`src/rtl/vga_timing_pkg.sv`:
```
// rtl/vga_timing_pkg.sv - 640x480 @ 60 Hz raster timing constants shared by vga_sync and the character generator
package vga_timing_pkg;
  localparam int COORD_W = 10;
  typedef logic [COORD_W-1:0] coord_t;

  localparam coord_t H_DISPLAY = 10'd640;
  localparam coord_t H_FP      = 10'd16;
  localparam coord_t H_SYNC    = 10'd96;
  localparam coord_t H_BP      = 10'd48;
  localparam coord_t H_TOTAL   = H_DISPLAY + H_FP + H_SYNC + H_BP;

  localparam coord_t V_DISPLAY = 10'd480;
  localparam coord_t V_FP      = 10'd10;
  localparam coord_t V_SYNC    = 10'd2;
  localparam coord_t V_BP      = 10'd33;
  localparam coord_t V_TOTAL   = V_DISPLAY + V_FP + V_SYNC + V_BP;

  // Sync windows are half-open: [start, end)
  localparam coord_t H_SYNC_START = H_DISPLAY + H_FP;
  localparam coord_t H_SYNC_END   = H_SYNC_START + H_SYNC;
  localparam coord_t V_SYNC_START = V_DISPLAY + V_FP;
  localparam coord_t V_SYNC_END   = V_SYNC_START + V_SYNC;

  function automatic logic in_window(input coord_t c, input coord_t lo, input coord_t hi);
    return (c >= lo) && (c < hi);
  endfunction
endpackage

```
`src/rtl/vga_sync_pix_tick_gen.sv`:
```
// rtl/vga_sync_pix_tick_gen.sv - pix_tick_gen: divides clk by CLK_DIV into a one-clk pixel strobe
module pix_tick_gen #(
  parameter int CLK_DIV = 2
) (
  input  logic clk,
  input  logic reset_n,
  output logic p_tick
);
  localparam int DW = (CLK_DIV > 2) ? $clog2(CLK_DIV) : 1;
  localparam logic [DW-1:0] LAST = DW'(CLK_DIV - 1);

  logic [DW-1:0] div_cnt_q, div_cnt_d;

  always_comb begin
    div_cnt_d = (div_cnt_q == LAST) ? '0 : div_cnt_q + DW'(1);
  end

  always_ff @(posedge clk) begin
    if (!reset_n) div_cnt_q <= '0;
    else          div_cnt_q <= div_cnt_d;
  end

  assign p_tick = (div_cnt_q == LAST);
endmodule

```
`src/rtl/vga_sync.sv`:
```
// rtl/vga_sync.sv - VGA scan counters and sync/colour output stage; VGA_BORDER_TEST_EN adds a white alignment border
module vga_sync
  import vga_timing_pkg::*;
#(
  parameter int CLK_DIV = 2
) (
  input  logic         clk,
  input  logic         reset_n,
  input  logic [2:0]   rgb_in,
  output logic [9:0]   pixel_x,
  output logic [9:0]   pixel_y,
  output logic         video_on,
  output logic         p_tick,
  output logic         frame_tick,
  output logic         hsync,
  output logic         vsync,
  output logic [2:0]   rgb_out
);
  logic       tick;
  coord_t     h_cnt_q, h_cnt_d, v_cnt_q, v_cnt_d;
  logic       hsync_q, hsync_d, vsync_q, vsync_d;
  logic [2:0] rgb_q, rgb_d;
  logic       h_last, v_last, vis, hs_raw, vs_raw;
  logic [2:0] pix_rgb;

  pix_tick_gen #(.CLK_DIV(CLK_DIV)) u_tick (
    .clk     (clk),
    .reset_n (reset_n),
    .p_tick  (tick)
  );

  always_comb begin
    h_last  = (h_cnt_q == H_TOTAL - 10'd1);
    v_last  = (v_cnt_q == V_TOTAL - 10'd1);
    vis     = (h_cnt_q < H_DISPLAY) && (v_cnt_q < V_DISPLAY);
    hs_raw  = !in_window(h_cnt_q, H_SYNC_START, H_SYNC_END);
    vs_raw  = !in_window(v_cnt_q, V_SYNC_START, V_SYNC_END);
    pix_rgb = rgb_in;
`ifdef VGA_BORDER_TEST_EN
    if ((h_cnt_q == 10'd0) || (h_cnt_q == H_DISPLAY - 10'd1) ||
        (v_cnt_q == 10'd0) || (v_cnt_q == V_DISPLAY - 10'd1))
      pix_rgb = 3'b111;
`endif
    h_cnt_d = h_cnt_q;
    v_cnt_d = v_cnt_q;
    hsync_d = hsync_q;
    vsync_d = vsync_q;
    rgb_d   = rgb_q;
    // Output stage samples the current coordinates, so it trails them by one pixel
    if (tick) begin
      h_cnt_d = h_last ? '0 : h_cnt_q + 10'd1;
      if (h_last) v_cnt_d = v_last ? '0 : v_cnt_q + 10'd1;
      hsync_d = hs_raw;
      vsync_d = vs_raw;
      rgb_d   = vis ? pix_rgb : 3'b000;
    end
  end

  always_ff @(posedge clk) begin
    if (!reset_n) begin
      h_cnt_q <= '0;
      v_cnt_q <= '0;
      hsync_q <= 1'b1;
      vsync_q <= 1'b1;
      rgb_q   <= 3'b000;
    end else begin
      h_cnt_q <= h_cnt_d;
      v_cnt_q <= v_cnt_d;
      hsync_q <= hsync_d;
      vsync_q <= vsync_d;
      rgb_q   <= rgb_d;
    end
  end

  assign pixel_x    = h_cnt_q;
  assign pixel_y    = v_cnt_q;
  assign video_on   = vis;
  assign p_tick     = tick;
  assign frame_tick = tick && h_last && v_last;
  assign hsync      = hsync_q;
  assign vsync      = vsync_q;
  assign rgb_out    = rgb_q;
endmodule

```
`config.mk`:
```
export PLATFORM = sky130hd
export DESIGN_NAME = vga_sync
export DESIGN_NICKNAME = d
export VERILOG_FILES = /design/src/rtl/vga_timing_pkg.sv /design/src/rtl/vga_sync_pix_tick_gen.sv /design/src/rtl/vga_sync.sv
export SDC_FILE = /design/constraint.sdc
export NUM_CORES = 1
export LEC_CHECK = 0
export ABC_AREA = 1
export CAP_MARGIN = 20
export CORE_MARGIN = 5
export CORE_UTILIZATION = 35
export CTS_CLUSTER_DIAMETER = 40
export CTS_CLUSTER_SIZE = 10
export DETAILED_ROUTE_END_ITERATION = 12
export GPL_TIMING_DRIVEN = 0
export PLACE_DENSITY = 0.6
export SLEW_MARGIN = 20
export SYNTH_ARGS = -nofsm -noshare
export SYNTH_HDL_FRONTEND = slang
export SYNTH_SLANG_ARGS = --single-unit
```
`constraint.sdc`:
```
create_clock -name clk -period 1.6 [get_ports clk]
set_input_delay 0.48 -clock clk [delete_from_list [all_inputs] [get_ports clk]]
set_output_delay 0.48 -clock clk [all_outputs]
set_load 0.02 [all_outputs]
```
==> results.tsv <==
stage	metric	value	unit
final_layout	Util after Layout	0.5434	
critical_path	CP required	1.12	ns
final_layout	filler instances	402	
critical_path	CP Class	reg2out	
sta	worst clock skew	0.003995	ns
drt	WL met3	170	um
sta	FMAX	534.7	MHz
final_layout	most common cell after layout, fill and taps aside	nand2_1	
sta	Final Hold Vio Count	0	
sta	worst hold slack	0.4714	ns
yosys	synth warn	0	
floorplanning	starting density of the core	0.3700	
yosys	number of synthesized register bits	26	
critical_path	Crit. End Element	primary output	
hold_path	WHS Path Cells	2	
floorplanning	# rows	22	
pwr	Max rail drop VDD	0.4592	mV
clock_network	CTS Buffer Depth	2	
place	RePlAce Congestion	0.7752	
yosys	Synth area leaders	dfxtp_1 38%, nand2_1 12%, inv_1 7.0%, nor2_1 6.2%, xor2_1 4.4%	
pwr	Lkg Pwr	0.9096	nW
yosys	syn_area_per_cell	7.031	um^2
final_layout	antenna diode count	0	
floorplanning	# IOs	33	
final_layout	final non-filler cell area	2034	um^2
place	placed instance area	1795	um^2
clock_network	CTS Sinks	26	
sta	Final Setup Violations	2	
place	PortBufs	32	
floorplanning	Die Ht	72.91	um
drt	WL per Instance	11.99	um
drt	First DRT Iteration DRCs	52	
place	Final HPWL DP	2.420	mm
floorplanning	Core ar.	3744	um^2
floorplanning	Die ar.	5315	um^2
yosys	Synth Instances	197	
pwr	NetSw	0.2781	mW
global_routing	vias in the first global route	1264	
global_routing	GRT Resource Usage Total	0.1424	
status	status	finished, violations left	
yosys	top cell type's share of synthesized area	0.3758	
yosys	Post-Syn Area	1385	um^2
pwr	sequential share of power	0.574	
pwr	Logic pwr share	0.076	
job	max_cap viols	0	
pwr	power density over cell area	558.5	nW/um^2
drt	Routed WL	3.561	mm
drt	metal2 WL	1.767	mm
pwr	Pint	0.8580	mW
global_routing	gr ovfl total	0	
pwr	Sw Ratio	0.2448	
sta	Sum Neg Setup Slack	-0.4247	ns
critical_path	CP Launch Type	flop	
place	Placement Setup Slack	-0.5781	ns
final_layout	synth-to-layout area growth	46.88	%
sta	Slew Limit Fails	0	
drt	Top Metal Used	met4	
final_layout	most frequent cells in the layout	43 x nand2_1, 21 x inv_1, 21 x dlygate4sd2_1	
sta	Final Worst Setup Slack	-0.2702	ns
global_routing	initial antenna violation count	0	
pwr	Clock power frac	0.350	
clock_network	clock slew at reported path FFs	0.09	ns
yosys	syn_nets	206	
final_layout	layout cells sized above 1	0.2851	
yosys	cell taking the most area after synthesis	dfxtp_1	
yosys	Yosys cell types	26	
drt	detailed-route DRC error count	0	
sta	Worst-Margin Slew	0.3046	ns
drt	via/cell ratio	4.677	
drt	met1 WL	1.580	mm
sta	setup repair after global routing missed its margin	true	
drt	Vias	1389	
place	post-placement cell count	277	
clock_network	Skew-Pair Late Insertion Delay	0.28	ns
sta	fin crit period	1.870	ns
final_layout	Nets	259	
clock_network	Clock Tree Root	clkbuf_8	
hold_path	Hold Crit Class	reg2reg	
drt	router iterations before antenna repair	4	
yosys	register area share after synthesis	0.3758	
clock_network	H-tree Lvls	1	
global_routing	largest net degree at the start of global routing	15	
final_layout	Non-Filler Instances	297	
floorplanning	die span in x	72.91	um
clock_network	TritonCTS buffer count	3	
global_routing	first-pass GRT wire length	5.913	mm
critical_path	critical path fanouts, max	4	
sta	final worst-path cycle share	1.169	
critical_path	R2R cell count	10	
critical_path	Crit path arrival time	1.39	ns
pwr	power consumption	1.136	mW
clock_network	CTS tree	done	
sta	Max transition margin	0.7951	
drt	antenna violation net count after detailed routing	0	
status	failing checks	setup timing	
==> synthesized netlist by cell type <==
cell type,n
a21oi_1,12
xor2_1,7
o21ai_1,3
nand3_1,12
nand4_4,1
a31oi_1,1
inv_1,26
buf_4,2
nand3b_2,1
nor3_1,7
nand2_2,1
nand2_1,46
nor4_1,2
dfxtp_1,26
clkbuf_1,1
nor3b_2,1
a211oi_1,1
o21ai_0,4
nor2_2,4
nand3_2,1
nor2_1,23
inv_2,3
nand4_1,5
nor2_4,2
nor3_2,1
ha_1,4
==> metal layers <==
metal,vias up,track usage
met3,5,0.04132
met4,0,0.04303
met5,-,0
met1,628,0.1749
met2,25,0.2395
li1,731,-
==> power by group through the flow <==
stage	Sequential [mW]	Clock, mW	Combinational (mW)
3_5_place_dp	0.678	0	0.0850
6_report	0.653	0.398	0.0859
4_1_cts	0.654	0.413	0.0851
3_3_place_gp	0.678	0	0.0857
5_1_grt	0.654	0.445	0.0945
2_1_floorplan	0.690	0	0.0313
==> logic make-up (layout without fill, tap and decap cells) <==
| family | count (synthesis) | in the layout | synth area share |
|---|---|---|---|
| buffers and inverters | 32 | 84 | 0.09213 |
| XOR/XNOR | 7 | 7 | 0.04426 |
| AO/OA/AOI/OAI | 21 | 21 | 0.07859 |
| adder cells (fa/ha/maj) | 4 | 4 | 0.03614 |
| AND/OR/NAND/NOR | 107 | 107 | 0.3731 |
| flip-flops | 26 | 26 | 0.3758 |
==> layout make-up <==
cell class | count | area [um^2] | area share
Buffer | 3 | 20.02 | 0.009840
Clock buffer | 4 | 45.04 | 0.02214
Timing Repair Buffer | 48 | 419.2 | 0.2060
Sequential cell | 26 | 559.3 | 0.2749
Tap cell | 48 | 60.06 | 0.02952
Inverter | 29 | 111.4 | 0.05474
Multi-Input combinational cell | 139 | 819.5 | 0.4028
==> worst paths after layout <==
check        startpoint          to  slack (ns)
max          pixel_y[9]  frame_tick       -0.27
max reg2reg  pixel_y[5]       vsync        0.07
min reg2reg  rgb_out[2]  rgb_out[2]        0.47
min          rgb_out[2]  rgb_out[2]        0.47
==> registers in the layout, summed over array words and instances, names as in the netlist <==
signal	flops
hsync	1
pixel_x	10
u_tick.p_tick	1
vsync	1
pixel_y	10
rgb_out	3
==> critical path, cell delays in order (launching register included) <==
cell	delay (ns)
dfxtp_1	0.44
nand2_1	0.08
nor2_1	0.22
nand3b_4	0.14
nor2_4	0.12
buf_6	0.12
==> repair_timing <==
action | CTS | global route
cloned | 0 | 0
endpoints found under the setup margin | 28 | 11
setup buffers | 15 | 3
pin swaps | 5 | 4
gates resized for setup | 61 | 22
hold buffers | 0 | 0
Power figures use the tool's default switching activity.
